--- config.mk ---
export PLATFORM = sky130hd
export DESIGN_NAME = fetch_queue
export DESIGN_NICKNAME = d
export VERILOG_FILES = /design/src/rtl/cpu_pkg.sv /design/src/rtl/sync_fifo.sv /design/src/rtl/fetch_queue.sv
export SDC_FILE = /design/constraint.sdc
export NUM_CORES = 1
export LEC_CHECK = 0
export CAP_MARGIN = 20
export CORE_ASPECT_RATIO = 1.75
export CORE_MARGIN = 10
export CORE_UTILIZATION = 45
export CTS_CLUSTER_DIAMETER = 150
export DETAILED_ROUTE_END_ITERATION = 8
export PLACE_DENSITY = 0.63
export SYNTH_ARGS = -nofsm -noshare
export SYNTH_HDL_FRONTEND = slang
export SYNTH_SLANG_ARGS = --single-unit
--- constraint.sdc ---
create_clock -name clk_i -period 3.55 [get_ports clk_i]
set_input_delay 0.71 -clock clk_i [delete_from_list [all_inputs] [get_ports clk_i]]
set_output_delay 0.71 -clock clk_i [all_outputs]
set_load 0.05 [all_outputs]
--- src/rtl/cpu_pkg.sv ---
// Shared types and constants for the instruction-fetch front end.
package cpu_pkg;

    localparam int XLEN        = 32;
    localparam int INSTR_BYTES = 4;

    typedef enum logic [1:0] {
        ST_IDLE,
        ST_BUSY,
        ST_DISCARD
    } fetch_state_e;

    typedef struct packed {
        logic [XLEN-1:0] pc;
        logic [XLEN-1:0] instr;
    } fetch_entry_t;

    function automatic logic [XLEN-1:0] word_align(input logic [XLEN-1:0] addr);
        return {addr[XLEN-1:2], 2'b00};
    endfunction

endpackage

--- src/rtl/sync_fifo.sv ---
// Small register-based FIFO with clear; the head entry is read straight from storage.
module sync_fifo #(
    parameter int  DEPTH = 4,
    parameter int  WIDTH = 64,
    localparam int AW    = $clog2(DEPTH),
    localparam int CW    = AW + 1
) (
    input  logic             clk_i,
    input  logic             rst_n_i,
    input  logic             i_push,
    input  logic             i_pop,
    input  logic             i_clear,
    input  logic [WIDTH-1:0] i_wdata,
    output logic [WIDTH-1:0] o_rdata,
    output logic [CW-1:0]    o_count
);

    logic [WIDTH-1:0] r_mem [DEPTH];
    logic [AW-1:0]    r_rd_ptr;
    logic [AW-1:0]    r_wr_ptr;
    logic [CW-1:0]    r_count;

    // Pointers are exactly AW bits wide, so natural overflow wraps modulo DEPTH.
    always_ff @(posedge clk_i or negedge rst_n_i) begin
        if (!rst_n_i) begin
            r_rd_ptr <= '0;
            r_wr_ptr <= '0;
            r_count  <= '0;
        end else if (i_clear) begin
            r_rd_ptr <= '0;
            r_wr_ptr <= '0;
            r_count  <= '0;
        end else begin
            if (i_push) r_wr_ptr <= r_wr_ptr + 1'b1;
            if (i_pop)  r_rd_ptr <= r_rd_ptr + 1'b1;
            case ({i_push, i_pop})
                2'b10:   r_count <= r_count + 1'b1;
                2'b01:   r_count <= r_count - 1'b1;
                default: r_count <= r_count;
            endcase
        end
    end

    generate
        for (genvar gi = 0; gi < DEPTH; gi++) begin : g_entry
            always_ff @(posedge clk_i or negedge rst_n_i) begin
                if (!rst_n_i)
                    r_mem[gi] <= '0;
                else if (i_push && !i_clear && (r_wr_ptr == AW'(gi)))
                    r_mem[gi] <= i_wdata;
            end
        end
    endgenerate

    assign o_rdata = r_mem[r_rd_ptr];
    assign o_count = r_count;

endmodule

--- src/rtl/fetch_queue.sv ---
// Sequential instruction fetcher: one outstanding memory request, results buffered for the IF/ID stage.
module fetch_queue
    import cpu_pkg::*;
#(
    parameter int              DEPTH    = 4,
    parameter logic [XLEN-1:0] RESET_PC = 32'h0000_0000
) (
    input  logic            clk_i,
    input  logic            rst_n_i,
    input  logic            start_i,
    input  logic            redirect_i,
    input  logic [XLEN-1:0] redirect_pc_i,
    output logic            instr_valid_o,
    output logic [XLEN-1:0] instr_pc_o,
    output logic [XLEN-1:0] instr_o,
    input  logic            instr_ready_i,
    output logic            mem_req_o,
    output logic [XLEN-1:0] mem_addr_o,
    input  logic            mem_ack_i,
    input  logic [XLEN-1:0] mem_data_i
);

    localparam int            CW      = $clog2(DEPTH) + 1;
    localparam logic [CW-1:0] DEPTH_C = CW'(DEPTH);

    fetch_state_e    r_state;
    logic [XLEN-1:0] r_fetch_pc;
    logic            r_mem_req;
    logic [XLEN-1:0] r_mem_addr;

    logic [CW-1:0]   w_count;
    logic [CW-1:0]   w_count_next;
    logic            w_push;
    logic            w_pop;
    logic [XLEN-1:0] w_redirect_pc;
    logic [XLEN-1:0] w_pc_inc;
    logic [XLEN-1:0] w_resume_pc;
    logic            w_can_issue;
    fetch_entry_t    w_head;
    fetch_entry_t    w_wdata;

    assign w_redirect_pc = word_align(redirect_pc_i);
    assign w_pc_inc      = r_fetch_pc + XLEN'(INSTR_BYTES);
    assign w_resume_pc   = redirect_i ? w_redirect_pc : r_fetch_pc;

    // A redirect wins over everything: acked data that cycle is dropped and no pop happens.
    assign w_push       = (r_state == ST_BUSY) && mem_ack_i && !redirect_i;
    assign w_pop        = instr_valid_o && instr_ready_i && !redirect_i;
    assign w_count_next = redirect_i ? '0 : (w_count + CW'(w_push) - CW'(w_pop));
    assign w_can_issue  = start_i && (w_count_next < DEPTH_C);

    assign w_wdata = '{pc: r_mem_addr, instr: mem_data_i};

    always_ff @(posedge clk_i or negedge rst_n_i) begin
        if (!rst_n_i) begin
            r_state    <= ST_IDLE;
            r_fetch_pc <= word_align(RESET_PC);
            r_mem_req  <= 1'b0;
            r_mem_addr <= '0;
        end else begin
            case (r_state)
                ST_IDLE: begin
                    if (redirect_i) begin
                        r_fetch_pc <= w_redirect_pc;
                    end else if (start_i && (w_count < DEPTH_C)) begin
                        r_state    <= ST_BUSY;
                        r_mem_req  <= 1'b1;
                        r_mem_addr <= r_fetch_pc;
                    end
                end
                ST_BUSY: begin
                    if (redirect_i) begin
                        r_fetch_pc <= w_redirect_pc;
                        if (!mem_ack_i) begin
                            r_state <= ST_DISCARD;
                        end else if (start_i) begin
                            r_mem_addr <= w_redirect_pc;
                        end else begin
                            r_state   <= ST_IDLE;
                            r_mem_req <= 1'b0;
                        end
                    end else if (mem_ack_i) begin
                        r_fetch_pc <= w_pc_inc;
                        if (w_can_issue) begin
                            r_mem_addr <= w_pc_inc;
                        end else begin
                            r_state   <= ST_IDLE;
                            r_mem_req <= 1'b0;
                        end
                    end
                end
                ST_DISCARD: begin
                    r_fetch_pc <= w_resume_pc;
                    if (mem_ack_i) begin
                        if (w_can_issue) begin
                            r_state    <= ST_BUSY;
                            r_mem_addr <= w_resume_pc;
                        end else begin
                            r_state   <= ST_IDLE;
                            r_mem_req <= 1'b0;
                        end
                    end
                end
                default: begin
                    r_state   <= ST_IDLE;
                    r_mem_req <= 1'b0;
                end
            endcase
        end
    end

    sync_fifo #(
        .DEPTH (DEPTH),
        .WIDTH ($bits(fetch_entry_t))
    ) u_fifo (
        .clk_i   (clk_i),
        .rst_n_i (rst_n_i),
        .i_push  (w_push),
        .i_pop   (w_pop),
        .i_clear (redirect_i),
        .i_wdata (w_wdata),
        .o_rdata (w_head),
        .o_count (w_count)
    );

    assign instr_valid_o = (w_count != '0);
    assign instr_pc_o    = w_head.pc;
    assign instr_o       = w_head.instr;
    assign mem_req_o     = r_mem_req;
    assign mem_addr_o    = r_mem_addr;

endmodule

==> impl_metrics.tcl <==
set metrics [dict create \
    reg2reg_from "u_fifo.o_count[0]$_DFFE_PN0P_" \
    drc 0 \
    clock_latency_ns 0.57 \
    ctsHoldBuffers 0 \
    layoutNonFillerInstCount 1943 \
    dp_hpwl_um 32970 \
    grt_pass1_vias 12240 \
    final_util 0.5509 \
    clockBufferDepth 3 \
    synth_edf_count 0 \
    clk_pin_slew_worst_paths_ns 0.07 \
    die_w_um 164.7 \
    endpoint_kind "output port" \
    dp.cells 1884 \
    dieArea_mm2 0.04498 \
    core-area_mm2 0.03614 \
    rsz0062_at_grt "false" \
    avgSynthCellArea_um2 12.74 \
    cts_tree "done" \
    rrSetupSlack_ns 0.22 \
    vdd.ir_drop.worst_v 0.0006690 \
    status "complete, no violations" \
    synth_cell_type_count 75 \
    wl_per_cell_um 23.97 \
    synthFlopType "dfrtp_1" \
    ys_seq_elements 330 \
    syn_nets 1377 \
    placed_area_mm2 0.01890 \
    overflow 0 \
    grt_use_total 0.2046 \
    max_freq_ghz 0.2914 \
    slew_violations 0 \
    worstHoldPathType "in2async" \
    tightest_slew_ns 0.8640 \
    worstSetupPathType "reg2out" \
    p_leak_nw 8.724 \
    first_pass_iters 5 \
    tns_ns 0 \
    crit_start "u_fifo.r_rd_ptr[1]$_DFFE_PN0P_" \
    finalHoldViolCount 0 \
    die_y_um 273.2 \
    drive_gt1_frac 0.3179 \
    total_power_w 0.01953 \
    viasPerCell 6.045 \
    synthArstFlopShare 1.000 \
    finalNetCount 1532 \
    num_vias 11750 \
    ys_warn_count 0 \
    cts-buffers-inserted 31 \
    antenna_found_initial 1 \
    cellPowerDensity_mw_per_mm2 980.7 \
    syn_to_final_growth_pct 20.81 \
    cp_max_fo 29 \
    io_pins 168 \
    reg2reg_depth 12 \
    finalSetupViolCount 0 \
    first_iter_violations 1017 \
    worstReg2RegEnd "mem_addr_o[18]$_DFFE_PN0P_" \
    worstPathArrival_ns 2.72 \
    cap_violations 0 \
    min_period_over_period 0.9666 \
    placement_rows 92 \
    ys_seq_area_frac 0.5011 \
    port_buffers 165 \
    syn_area_mm2 0.01648 \
    htreeDepth 1 \
    floorplan.initialDensity 0.4560 \
    cts.sinks 330 \
    grt_pass1_wl_um 72220 \
    grt_max_degree 99 \
    cp-start-kind "flip-flop" \
    antenna_left 0 \
    crit_required_ns 2.84 \
    skew_ns 0.01352 \
    wl_um 46560 \
    cts_root_buf "clkbuf_16" \
    netlist_instances 1294 \
    gp_congestion 0.9835 \
    relSlewSlack 0.4187 \
    final_area_mm2 0.01991 \
    crit_end "instr_pc_o[5]" \
    period_needed_ns 3.431 \
]
## cell usage in the layout, fill, tap and decap left out, types with 7 or more instances in the layout
cell             count
nand2_1             60
mux4_2              64
nor3_1               9
and3_1              11
buf_4               46
mux2_2             263
nand3_1             23
ha_1                12
dlygate4sd2_1       34
nor2b_1              8
clkbuf_8             7
nor4_1              10
a221o_1             10
mux2i_1             14
a21oi_1             56
nand4_1             20
dfrtp_1            328
buf_12              14
clkbuf_16           31
inv_1               15
o22ai_1             21
a31oi_1             34
a22oi_1              7
clkinv_2             7
a311oi_1             8
nor2_1              42
o21ai_0             58
clkdlybuf4s50_1    129
## metrics by stage
step / hold slack (ns) / setup slack (ns)
after floorplan: 0.4144 / 0.01464
after global placement: 0.4704 / -0.03001
after detailed placement: 0.4706 / -0.09008
after CTS: 0.07531 / 0.0002636
after global routing: 0.09582 / 0.03732
final: 0.08208 / 0.1187
## state kept, by name (all words and copies together), names as in the netlist
name             flops
r_fetch_pc          32
u_fifo.r_wr_ptr      2
mem_req_o            1
u_fifo.r_mem       256
r_state              2
u_fifo.r_rd_ptr      2
mem_addr_o          32
u_fifo.o_count       3
## final cells by class
class | count | area, µm²
Sequential cell | 330 | 8265
Timing Repair Buffer | 225 | 2235
Clock inverter | 17 | 161.4
Multi-Input combinational cell | 842 | 7711
Clock buffer | 39 | 875.8
Antenna cell | 1 | 2.502
Tap cell | 470 | 588.1
Inverter | 19 | 71.32
Fill cell | 3108 | 16230
## where the power goes
part	switching, W	total (W)	internal [W]
Clock	0.00150	0.00340	0.00190
Combinational	0.00574	0.00963	0.00389
Sequential	0.00134	0.00650	0.00516
Total	0.00858	0.0195	0.0109
## timing repair
item,CTS,global route
setup endpoints to repair,34,19
pin swaps,0,0
resized for setup,34,0
buffers inserted,0,2
## cells in the mapped netlist, types with 7 or more instances
library cell / number / area (µm²)
nor2_1: 42 / 157.7
dfrtp_1: 330 / 8258
o21ai_0: 58 / 290.3
buf_1: 10 / 37.54
nor4_1: 10 / 62.56
a21oi_1: 56 / 280.3
nand2_1: 64 / 240.2
a31oi_1: 34 / 212.7
o22ai_1: 21 / 131.4
a221o_1: 10 / 100.1
nor3_1: 9 / 45.04
a22oi_1: 7 / 52.55
clkbuf_1: 35 / 131.4
a311oi_1: 8 / 70.07
mux2_2: 263 / 2962
and3_1: 11 / 68.82
nand4_1: 20 / 125.1
nand3_1: 23 / 115.1
buf_2: 52 / 260.3
ha_1: 12 / 150.1
nor2b_1: 8 / 50.05
mux4_2: 64 / 1441
mux2i_1: 14 / 140.1
inv_1: 15 / 56.30
## routing by layer
| layer | GRT usage | up-vias | wire (µm) |
|---|---|---|---|
| li1 | - | 5205 | - |
| met1 | 0.2349 | 6037 | 17430 |
| met2 | 0.3644 | 399 | 24460 |
| met3 | 0.02620 | 105 | 2298 |
| met4 | 0.09939 | 0 | 2380 |
| met5 | 0 | - | 0 |
## worst min-delay path by stage
stage / from / end / slack [ns]
after floorplan: rst_n_i / mem_addr_o[0]$_DFFE_PN0P_ / 0.41
after global placement: r_fetch_pc[0]$_DFFE_PN0P_ / r_fetch_pc[0]$_DFFE_PN0P_ / 0.47
after detailed placement: r_fetch_pc[0]$_DFFE_PN0P_ / r_fetch_pc[0]$_DFFE_PN0P_ / 0.47
after CTS: rst_n_i / u_fifo.r_mem[183]$_DFFE_PN0P_ / 0.08
after global routing: rst_n_i / u_fifo.r_mem[247]$_DFFE_PN0P_ / 0.1
final: rst_n_i / u_fifo.r_mem[183]$_DFFE_PN0P_ / 0.08
## cell families (layout without fill, tap and decap cells)
family                   count (synthesis)  in the layout  share of synthesized area
multiplexers                           341            341                     0.2757
flip-flops                             330            330                     0.5011
AO/OA/AOI/OAI                          253            253                     0.1010
AND/OR/NAND/NOR                        225            225                    0.07341
buffers and inverters                  122            300                    0.03318
adder cells (fa/ha/maj)                 13             13                    0.01032
XOR/XNOR                                10             10                   0.005314
other                                    0              1                          0
## worst max-delay path, stage by stage, from the launching register on
cell and delay, ns:
dfrtp_4 0.77, buf_4 0.32, mux4_2 0.34, clkdlybuf4s50_1 0.72
Power figures use the tool's default switching activity.
